--- src/rtl/sfetch_unit.sv ---
// Instruction fetch stage: owns the PC, issues in-order word fetches and buffers the
// returned instructions so that decode sees {valid, pc, instr}.
module sfetch_unit #(
  parameter int unsigned           DATA_WIDTH = 32,
  parameter logic [DATA_WIDTH-1:0] RESET_PC   = '0,
  parameter int unsigned           FIFO_DEPTH = 2
) (
  input  logic                  clk,
  input  logic                  rst,
  input  logic                  stall_pipeline,
  input  logic                  redirect_valid,
  input  logic [DATA_WIDTH-1:0] redirect_pc,
  output logic                  imem_req_valid,
  output logic [DATA_WIDTH-1:0] imem_req_addr,
  input  logic                  imem_req_ready,
  input  logic                  imem_resp_valid,
  input  logic [DATA_WIDTH-1:0] imem_resp_data,
  output logic                  if_valid,
  output logic [DATA_WIDTH-1:0] if_pc,
  output logic [DATA_WIDTH-1:0] if_instr
);

  localparam int unsigned PtrW = (FIFO_DEPTH > 1) ? $clog2(FIFO_DEPTH) : 1;
  localparam int unsigned SumW = PtrW + 1;
  localparam int unsigned CntW = $clog2(FIFO_DEPTH + 1);
  localparam logic [PtrW-1:0] LastPtr = PtrW'(FIFO_DEPTH - 1);
  localparam logic [SumW-1:0] DepthP  = SumW'(FIFO_DEPTH);
  localparam logic [CntW:0]   DepthC  = (CntW + 1)'(FIFO_DEPTH);

  function automatic logic [PtrW-1:0] ptr_inc(input logic [PtrW-1:0] p);
    return (p == LastPtr) ? '0 : p + PtrW'(1);
  endfunction

  logic [DATA_WIDTH-1:0] fetch_pc_q, fetch_pc_d;
  logic [PtrW-1:0]       head_q, head_d, tail_q, tail_d;
  logic [CntW-1:0]       count_q, count_d, nfill_q, nfill_d, drop_q, drop_d;
  logic [DATA_WIDTH-1:0] pc_q [FIFO_DEPTH];
  logic [DATA_WIDTH-1:0] pc_d [FIFO_DEPTH];
  logic [DATA_WIDTH-1:0] instr_q [FIFO_DEPTH];
  logic [DATA_WIDTH-1:0] instr_d [FIFO_DEPTH];

  logic            req_ok, head_ok, accept, pop, fill;
  logic [CntW-1:0] unfilled;
  logic [CntW:0]   occupancy;
  logic [SumW-1:0] fill_sum;
  logic [PtrW-1:0] fill_idx;

  // Entries fill in order, so filled ones are the nfill oldest; the next fill slot
  // sits nfill entries past the head.
  always_comb begin
    fill_sum  = {1'b0, head_q} + SumW'(nfill_q);
    fill_idx  = (fill_sum >= DepthP) ? PtrW'(fill_sum - DepthP) : PtrW'(fill_sum);
    unfilled  = count_q - nfill_q;
    occupancy = {1'b0, count_q} + {1'b0, drop_q};
    req_ok    = !redirect_valid && (occupancy < DepthC);
    head_ok   = (nfill_q != '0);
    accept    = imem_req_valid && imem_req_ready;
    pop       = head_ok && !stall_pipeline && !redirect_valid;
    fill      = imem_resp_valid && (drop_q == '0);
  end

  always_comb begin
    imem_req_valid = !rst && req_ok;
    imem_req_addr  = fetch_pc_q;
    if_valid       = !rst && head_ok;
    if_pc          = if_valid ? pc_q[head_q] : '0;
    if_instr       = if_valid ? instr_q[head_q] : '0;
  end

  always_comb begin
    fetch_pc_d = fetch_pc_q;
    head_d     = head_q;
    tail_d     = tail_q;
    count_d    = count_q;
    nfill_d    = nfill_q;
    drop_d     = drop_q;
    pc_d       = pc_q;
    instr_d    = instr_q;
    if (redirect_valid) begin
      // Every unfilled entry still owes a response; a response arriving now pays one off.
      fetch_pc_d = redirect_pc & ~DATA_WIDTH'(3);
      head_d     = '0;
      tail_d     = '0;
      count_d    = '0;
      nfill_d    = '0;
      drop_d     = drop_q + unfilled - CntW'(imem_resp_valid);
    end else begin
      if (imem_resp_valid) begin
        if (drop_q != '0) begin
          drop_d = drop_q - CntW'(1);
        end else begin
          instr_d[fill_idx] = imem_resp_data;
        end
      end
      if (accept) begin
        pc_d[tail_q] = fetch_pc_q;
        tail_d       = ptr_inc(tail_q);
        fetch_pc_d   = fetch_pc_q + DATA_WIDTH'(4);
      end
      if (pop) begin
        head_d = ptr_inc(head_q);
      end
      count_d = count_q + CntW'(accept) - CntW'(pop);
      nfill_d = nfill_q + CntW'(fill) - CntW'(pop);
    end
  end

  always_ff @(posedge clk) begin
    if (rst) begin
      fetch_pc_q <= RESET_PC;
      head_q     <= '0;
      tail_q     <= '0;
      count_q    <= '0;
      nfill_q    <= '0;
      drop_q     <= '0;
    end else begin
      fetch_pc_q <= fetch_pc_d;
      head_q     <= head_d;
      tail_q     <= tail_d;
      count_q    <= count_d;
      nfill_q    <= nfill_d;
      drop_q     <= drop_d;
    end
  end

  always_ff @(posedge clk) begin
    pc_q    <= pc_d;
    instr_q <= instr_d;
  end

`ifndef SYNTHESIS
  a_resp_owed: assert property (@(posedge clk) disable iff (rst)
    imem_resp_valid |-> (drop_q != '0 || unfilled != '0));
  a_count_max: assert property (@(posedge clk) disable iff (rst)
    {1'b0, count_q} <= DepthC);
`endif

endmodule
--- config.mk ---
export PLATFORM = sky130hd
export DESIGN_NAME = sfetch_unit
export DESIGN_NICKNAME = d
export VERILOG_FILES = /design/src/rtl/sfetch_unit.sv
export SDC_FILE = /design/constraint.sdc
export NUM_CORES = 1
export LEC_CHECK = 0
export ABC_CLOCK_PERIOD_IN_PS = 5350
export BUFFER_PORTS_ARGS = -buffer_cell sky130_fd_sc_hd__buf_2
export CAP_MARGIN = 20
export CORE_ASPECT_RATIO = 1.2
export CORE_MARGIN = 3
export CORE_UTILIZATION = 45
export DETAILED_ROUTE_END_ITERATION = 8
export PLACE_DENSITY = 0.69
export SLEW_MARGIN = 20
export SYNTH_ARGS = -nofsm -noshare
export SYNTH_HDL_FRONTEND = slang
export SYNTH_SLANG_ARGS = --single-unit
--- constraint.sdc ---
create_clock -name clk -period 5.35 [get_ports clk]
set_clock_uncertainty 0.15 [all_clocks]
set_input_delay 0.8025 -clock clk [delete_from_list [all_inputs] [get_ports clk]]
set_output_delay 0.8025 -clock clk [all_outputs]
set_load 0.05 [all_outputs]
# After elaboration in Yosys (flattened, before gate mapping)

Cells that the tools add are included.

Logic and storage cells: 81
Output and inout port bits: 98
Bits of input ports: 70
Register bits: 168

$add $sub $neg: 14
Bitwise operators: 5
Reduce and logical (&&, ||, !) cells: 22
Mux-type cells: 22
Magnitude comparators: 7

Operators by type and width:

| cell                                                                 | count |
|---|---|
| 32-bit two-way mux                                                   | 12 |
| 64-bit bitwise mux                                                   | 2 |
| 32-bit demux with 1-bit select                                       | 2 |
| 32-bit by 3-bit adder with 32-bit output, second input constant      | 1 |
| 2-bit nonzero test                                                   | 5 |
| 1-bit logical AND                                                    | 9 |
| 2-bit greater-or-equal comparator, second input constant             | 4 |
| 2-bit two-way mux                                                    | 3 |
| 1-bit NOT with 2-bit output                                          | 3 |
| 2-bit by 1-bit subtractor with 2-bit output                          | 3 |
| 2-bit by 1-bit adder with 2-bit output                               | 2 |
| 2-bit by 1-bit < comparator with 1-bit output, second input constant | 2 |
| 2-bit AND reduction                                                  | 2 |
| 2-bit by 2-bit adder with 3-bit output                               | 1 |
| 1-bit logical NOT                                                    | 3 |
| 3-bit by 2-bit < comparator with 1-bit output, second input constant | 1 |
| 1-bit two-way mux                                                    | 3 |
| 3-bit AND reduction                                                  | 1 |
| 1-bit adder, second input constant                                   | 2 |
| 1-bit by 2-bit adder with 2-bit output                               | 1 |
| 2-bit adder                                                          | 1 |
| 2-bit logical NOT                                                    | 1 |
| 1-bit NOT                                                            | 2 |
| 2-bit OR reduction                                                   | 1 |
| other kinds (3)                                                      | 3 |

# Depth between registers and ports, before layout

Gate-level depths: netlist (run 1).

Word-level depth: 9
Depth in mapped cells: 11
Gate-level depth less buffers: 11

# Worst setup path after synthesis (run 1)

No wires, ideal clock.

Path type: in2reg
Start point: input port redirect_valid
End point: register instr_q[0] (netlist name) (enable)
Buffers on the path: 2
Slack: 1,101 ps
Stages on the path: 3
Data required time: 4,732 ps
Arrival time: 3,631 ps
Setup time: 468 ps
Cells stage by stage: clkbuf_1 > buf_1 > nor3b_1

Longest elaborated chain between the ends: 2

Ends and longest elaborated chain:

| what                          | line | text |
|---|---|---|
| from (decl)                   | 11   | `input logic redirect_valid,` |
| 1-bit NOT (no line)           | n/a  |  |
| 3-bit AND reduction (no line) | n/a  |  |
| to (signal assigned)          | 128  | `instr_q <= instr_d;` |
| to (decl)                     | 39   | `logic [DATA_WIDTH-1:0] instr_q [FIFO_DEPTH];` |

Every way passes these cells.
A chain may end at the register's enable or synchronous reset.

# Final worst setup path (run 1)

Start point: input port rst
End point: output port if_pc[27]

Longest elaborated chain between the ends: 3

Ends and longest elaborated chain:

| what               | line | text |
|---|---|---|
| from (decl)        | 9    | `input logic rst,` |
| 1-bit logical NOT  | 65   | `if_valid = !rst && head_ok;` |
| 1-bit logical AND  | 65   |  |
| 32-bit two-way mux | 66   | `if_pc = if_valid ? pc_q[head_q] : '0;` |
| to (decl)          | 19   | `output logic [DATA_WIDTH-1:0] if_pc,` |

Every way passes these cells.

==> results of run 1 <==
state kept, by name, summed over array words and instances (netlist names):
register / flops
instr_q: 64
pc_q: 60
imem_req_addr: 30
count_q: 2
drop_q: 2
nfill_q: 2
head_q: 1
tail_q: 1
per-stage QoR:
step                      instance area [um2]  total power, uW  util, %  setup slack [ns]  hold slack, ns
final                                    8680             2990     57.1              1.56           0.381
after global routing                     8680             3080     57.1              1.40           0.405
after CTS                                8650             3010     56.9              1.54           0.391
after detailed placement                 8090             1850     53.2              1.53           0.382
after global placement                   8090             1840     53.2              1.60           0.364
after floorplan                          7110             1740        -              1.10           0.348
cells in the mapped netlist, types with 2 or more instances:
master      n
a211o_1     2
a211oi_1    9
a21oi_1     8
a221oi_1    2
a311oi_1    9
a31oi_1     5
and2_1      2
and3_1      2
and4_1      5
buf_1       9
buf_2       3
buf_4       4
clkbuf_1   19
dfxtp_1    38
edfxtp_1  124
fa_1        3
ha_1        7
inv_1      19
mux2i_1    63
nand2_1    22
nand2b_1    2
nand3_1    12
nand4_1    11
nor2_1     91
nor2b_1     4
nor3_1     11
nor3b_1     3
nor4_1      3
nor4b_1     2
o21ai_0     5
o31ai_1     7
o41ai_1     2
or2_2       3
or3_1       5
or4_1      10
xnor2_1    15
xor2_1      5
cell families (layout without fill, tap and decap cells):
kind of cell / after synthesis / in the layout / share of synthesized area, %
multiplexers: 63 / 63 / 8.88
AND/OR/NAND/NOR: 198 / 198 / 14.1
buffers and inverters: 54 / 219 / 3.12
other: 1 / 4 / 0.0528
adder cells (fa/ha/maj): 10 / 10 / 2.08
XOR/XNOR: 20 / 20 / 2.47
AO/OA/AOI/OAI: 59 / 59 / 6.17
flip-flops: 162 / 162 / 63.1
per-layer routing:
metal / part of all wire [%] / GRT usage (%)
met5: 0 / 0
met3: 6.6 / 4.61
met1: 41 / 23.8
met4: 1.1 / 6.44
met2: 51 / 32.6
worst max path at each step:
stage | endpoint | startpoint | cells past startpoint
finish | if_pc[27] | rst | 5
global route | if_pc[27] | rst | 5
CTS | if_pc[27] | rst | 5
detailed placement | if_pc[27] | rst | 5
global placement | if_pc[27] | rst | 5
floorplan | instr_q[0] | redirect_valid | 3
power breakdown:
| group | leakage, uW | total (uW) | internal [uW] | switching [uW] |
|---|---|---|---|---|
| clock | 0.000282 | 1160 | 653 | 506 |
| combinational | 0.00153 | 365 | 107 | 257 |
| sequential | 0.00145 | 1460 | 1410 | 48.1 |
| total | 0.00326 | 2990 | 2170 | 812 |
cell type report:
type                            instances  area, um2
Fill cell                            1300       6520
Sequential cell                       162       4490
Multi-Input combinational cell        354       2420
Timing Repair Buffer                  168        878
Clock buffer                           17        425
Tap cell                              204        255
Clock inverter                         15        143
Inverter                               19       71.3
==> flow_summary.json, run 1 <==
{
  "ant_nets": 0,
  "area_growth_pct": 22.2,
  "reg2reg_slack_ns": 1.90,
  "leakage_uw": 0.00326,
  "path_cells": "buf_2 -> or2_2 -> buf_4 -> nor2_1 -> buf_2",
  "synth_ff_type": "edfxtp_1",
  "cp_max_fo": 37,
  "dr.pass1.iters": 4,
  "grt_setup_unrepaired": "false",
  "holdPathEnd": "pc_q[51]",
  "start_util_pct": 46.7,
  "ys_ff_latch": 162,
  "holdPathStages": 0,
  "clock_latency_ns": 0.41,
  "status": "completed",
  "fin_tns_setup_ns": 0,
  "num_vias": 5078,
  "max_freq_mhz": 264,
  "reg2reg_depth": 7,
  "hold_viol": 0,
  "vias_per_cell": 5.41,
  "worst_path_max_delay_cell": "buf_2",
  "dieHeight_um": 144,
  "yosys-top-cells-area": "edfxtp_1, dfxtp_1, mux2i_1",
  "cellPowerDensity_nw_per_um2": 344,
  "async_flop_share_pct": 0,
  "max_stage_delay_ns": 0.60,
  "relSlewSlack_pct": 48.0,
  "antenna_found_initial": 0,
  "diodes": 0,
  "cts_buffer_depth": 2,
  "worstHoldPathType": "reg2reg",
  "r2r_start": "drop_q[0]",
  "syn_avg_cell_area_um2": 12.5,
  "dpl.cell_count": 906,
  "core_area_um2": 15200,
  "yosysWarnings": 0,
  "fp-row-count": 49,
  "finalNetCount": 802,
  "die_w_um": 121,
  "synth-edff-count": 124,
  "cts_hold_buf": 0,
  "ys_seq_area_share_pct": 63.1,
  "cap_viol_max_count": 0,
  "cts_tree": "yes",
  "yosys.area.top_type": "edfxtp_1",
  "worstSetupPathType": "in2out",
  "crit_path_end_kind": "output port",
  "min_period_over_period_pct": 70.8,
  "cp.arrival_ns": 2.84,
  "cp_top_family": "buffers and inverters",
  "irDropWorstVdd_uv": 188,
  "stdcell_count": 939,
  "syn_inst": 567,
  "cts.clk_slew.worst_paths_ns": 0.07,
  "slew_viol_final": 0,
  "boundaryPins": 168,
  "grt_pass1_wl_mm": 25.9,
  "post_cts_buffers": 0,
  "gp_congestion": 0.849,
  "worst_pin_slew_ns": 0.779,
  "cts_root_buf": "clkbuf_16",
  "crit_path_start_kind": "input pin",
  "netlist.area_leader.share_pct": 52.4,
  "drc": 0,
  "grt_overflow": 0,
  "h-tree-depth": 4,
  "track_usage_pct": 19.0,
  "cts_sinks": 162,
  "required_ns": 4.40,
  "crit_top_cell": "buf_2",
  "drt-total-wl_mm": 16.6,
  "grt_start_max_net_pins": 65,
  "final.min_clock_period_ns": 3.79,
  "cts_resized": 0,
  "grt_pass1_vias": 5147,
  "r2r-end": "imem_req_addr[17]",
  "final_common_cell": "buf_2",
  "synth_area_um2": 7100,
  "path_buf_inv": 3,
  "avgRoutedWirePerCell_um": 17.6,
  "yosysUniqueCellTypes": 58,
  "finalSetupViolCount": 0,
  "port_buffers": 161,
  "drive_gt1_share_pct": 29.3,
  "final_cell_mix": "buf_2, edfxtp_1, nor2_1",
  "die_area_um2": 17300,
  "drt_iter0_drc": 243,
  "cts_inserted_buffers": 17,
  "min_from": "imem_req_addr[19]",
  "dp_hpwl_mm": 11.2
}
(Power assumes the default switching activity.)
==> inputs of run 2 (changes only) <==
--- a/config.mk
+++ b/config.mk
@@ -5,7 +5,7 @@
 export SDC_FILE = /design/constraint.sdc
 export NUM_CORES = 1
 export LEC_CHECK = 0
-export ABC_CLOCK_PERIOD_IN_PS = 5350
+export ABC_CLOCK_PERIOD_IN_PS = 3800
 export BUFFER_PORTS_ARGS = -buffer_cell sky130_fd_sc_hd__buf_2
 export CAP_MARGIN = 20
 export CORE_ASPECT_RATIO = 1.2
==> constraint.sdc (replaced) <==
create_clock -name clk -period 3.8 [get_ports clk]
set_clock_uncertainty 0.15 [all_clocks]
set_input_delay 0.57 -clock clk [delete_from_list [all_inputs] [get_ports clk]]
set_output_delay 0.57 -clock clk [all_outputs]
set_load 0.05 [all_outputs]
==> flow_summary.json, run 2 (synthesized netlist as in run 1, its figures left out) <==
{
  "avgRoutedWirePerCell_um": 17.6,
  "antenna_found_initial": 0,
  "vias_per_cell": 5.39,
  "crit_path_start_kind": "flop",
  "grt_pass1_wl_mm": 25.8,
  "die_area_um2": 17300,
  "cts.clk_slew.worst_paths_ns": 0.07,
  "cts_hold_buf": 0,
  "gp_congestion": 0.873,
  "boundaryPins": 168,
  "h-tree-depth": 4,
  "dp_hpwl_mm": 11.7,
  "cellPowerDensity_nw_per_um2": 486,
  "worstSetupPathType": "reg2out",
  "crit_path_end_kind": "output port",
  "grt_start_max_net_pins": 44,
  "final_cell_mix": "buf_2, edfxtp_1, nor2_1",
  "drt_iter0_drc": 283,
  "cts_buffer_depth": 2,
  "reg2reg_depth": 7,
  "fin_ws_ns": 0.746,
  "required_ns": 3.08,
  "hold_viol": 0,
  "cp.arrival_ns": 2.33,
  "drt-total-wl_mm": 16.7,
  "drc": 0,
  "cp_max_fo": 4,
  "finalSetupViolCount": 0,
  "cap_viol_max_count": 0,
  "clock_latency_ns": 0.42,
  "utilization_pct": 57.5,
  "largest_reg_flops": 64,
  "port_buffers": 161,
  "worst_pin_slew_ns": 0.785,
  "start_util_pct": 46.7,
  "track_usage_pct": 19.0,
  "dr.pass1.iters": 5,
  "cts_resized": 0,
  "post_cts_buffers": 0,
  "min_period_over_period_pct": 80.4,
  "holdPathStages": 1,
  "finalNetCount": 808,
  "drive_gt1_share_pct": 29.8,
  "num_vias": 5096,
  "grt_overflow": 0,
  "cts_root_buf": "clkbuf_16",
  "grt_setup_unrepaired": "false",
  "cts_inserted_buffers": 17,
  "core_area_um2": 15200,
  "worstHoldPathType": "in2reg",
  "die_w_um": 121,
  "relSlewSlack_pct": 47.6,
  "diodes": 0,
  "fp-row-count": 49,
  "dp_slack_ns": 0.963,
  "slew_viol_final": 0,
  "dieHeight_um": 144,
  "regMostFlops": "instr_q",
  "irDropWorstVdd_uv": 268,
  "ant_nets": 0,
  "leakage_uw": 0.00329,
  "area_growth_pct": 23.1,
  "fin_tns_setup_ns": 0,
  "cts_sinks": 162,
  "max_freq_mhz": 327,
  "status": "completed",
  "final.min_clock_period_ns": 3.05,
  "fillCellCount": 1266,
  "final_common_cell": "buf_2",
  "cts_tree": "yes",
  "grt_pass1_vias": 5127
}
-- run 2: cell count changes in the layout (fill, tap and decap cells not counted) --
| cell | previous run | this run |
|---|---|---|
| clkinv_4 | 2 | 3 |
| buf_16 | 1 | 0 |
| clkinv_2 | 3 | 0 |
| inv_6 | 7 | 1 |
| clkinvlp_4 | 1 | 2 |
| bufinv_16 | 1 | 0 |
| nor3b_2 | 2 | 1 |
| nor3_4 | 0 | 1 |
| nor3_2 | 1 | 0 |
| inv_8 | 1 | 6 |
| buf_4 | 6 | 13 |
| nor3b_4 | 0 | 1 |
| clkinv_8 | 0 | 3 |
-- run 2: worst paths after layout --
path / startpoint / to / slack [ns]
max: drop_q[0] / imem_req_valid / 0.75
min: imem_resp_data[5] / instr_q[5] / 0.19
max reg2reg: drop_q[0] / imem_req_addr[14] / 0.94
min reg2reg: imem_req_addr[19] / pc_q[19] / 0.38
-- run 2: worst max-delay path, stage by stage, from the launching register on --
cell	delay, ns
dfxtp_1	0.31
inv_1	0.09
nor2_1	0.16
fa_1	0.49
or4_4	0.55
inv_1	0.07
buf_2	0.25
-- run 2: per-layer routing --
metal	up-vias	global-route usage, %	share of wire [%]
li1	2429	-	-
met1	2469	23.3	41
met2	190	33.5	51
met3	8	5.20	6.8
met4	0	5.01	0.73
met5	-	0	0
-- run 2: area by class of cell --
class / count / area, um2 / area share, %
multi-input cells: 354 / 2430 / 27.8
well taps: 204 / 255 / 2.92
clock buffers: 17 / 425 / 4.87
clock inverters: 15 / 166 / 1.90
inverters: 19 / 71.3 / 0.816
flip-flops and latches: 162 / 4490 / 51.3
repair buffers: 174 / 903 / 10.3
-- run 2: through the flow --
stage                     total power, uW  hold WS [ns]  instances  instance area (um2)
after CTS                            4290         0.175        945                 8740
after detailed placement             2620         0.361        913                 8150
after global placement               2600         0.352        913                 8150
after floorplan                      2450         0.348        570                 7120
final                                4250         0.190        945                 8740
after global routing                 4400         0.174        945                 8740
-- run 2: report_power, final --
group	switching, uW	total [uW]	internal, uW
registers	70.3	2060	1990
logic	364	521	157
clock network	786	1670	884
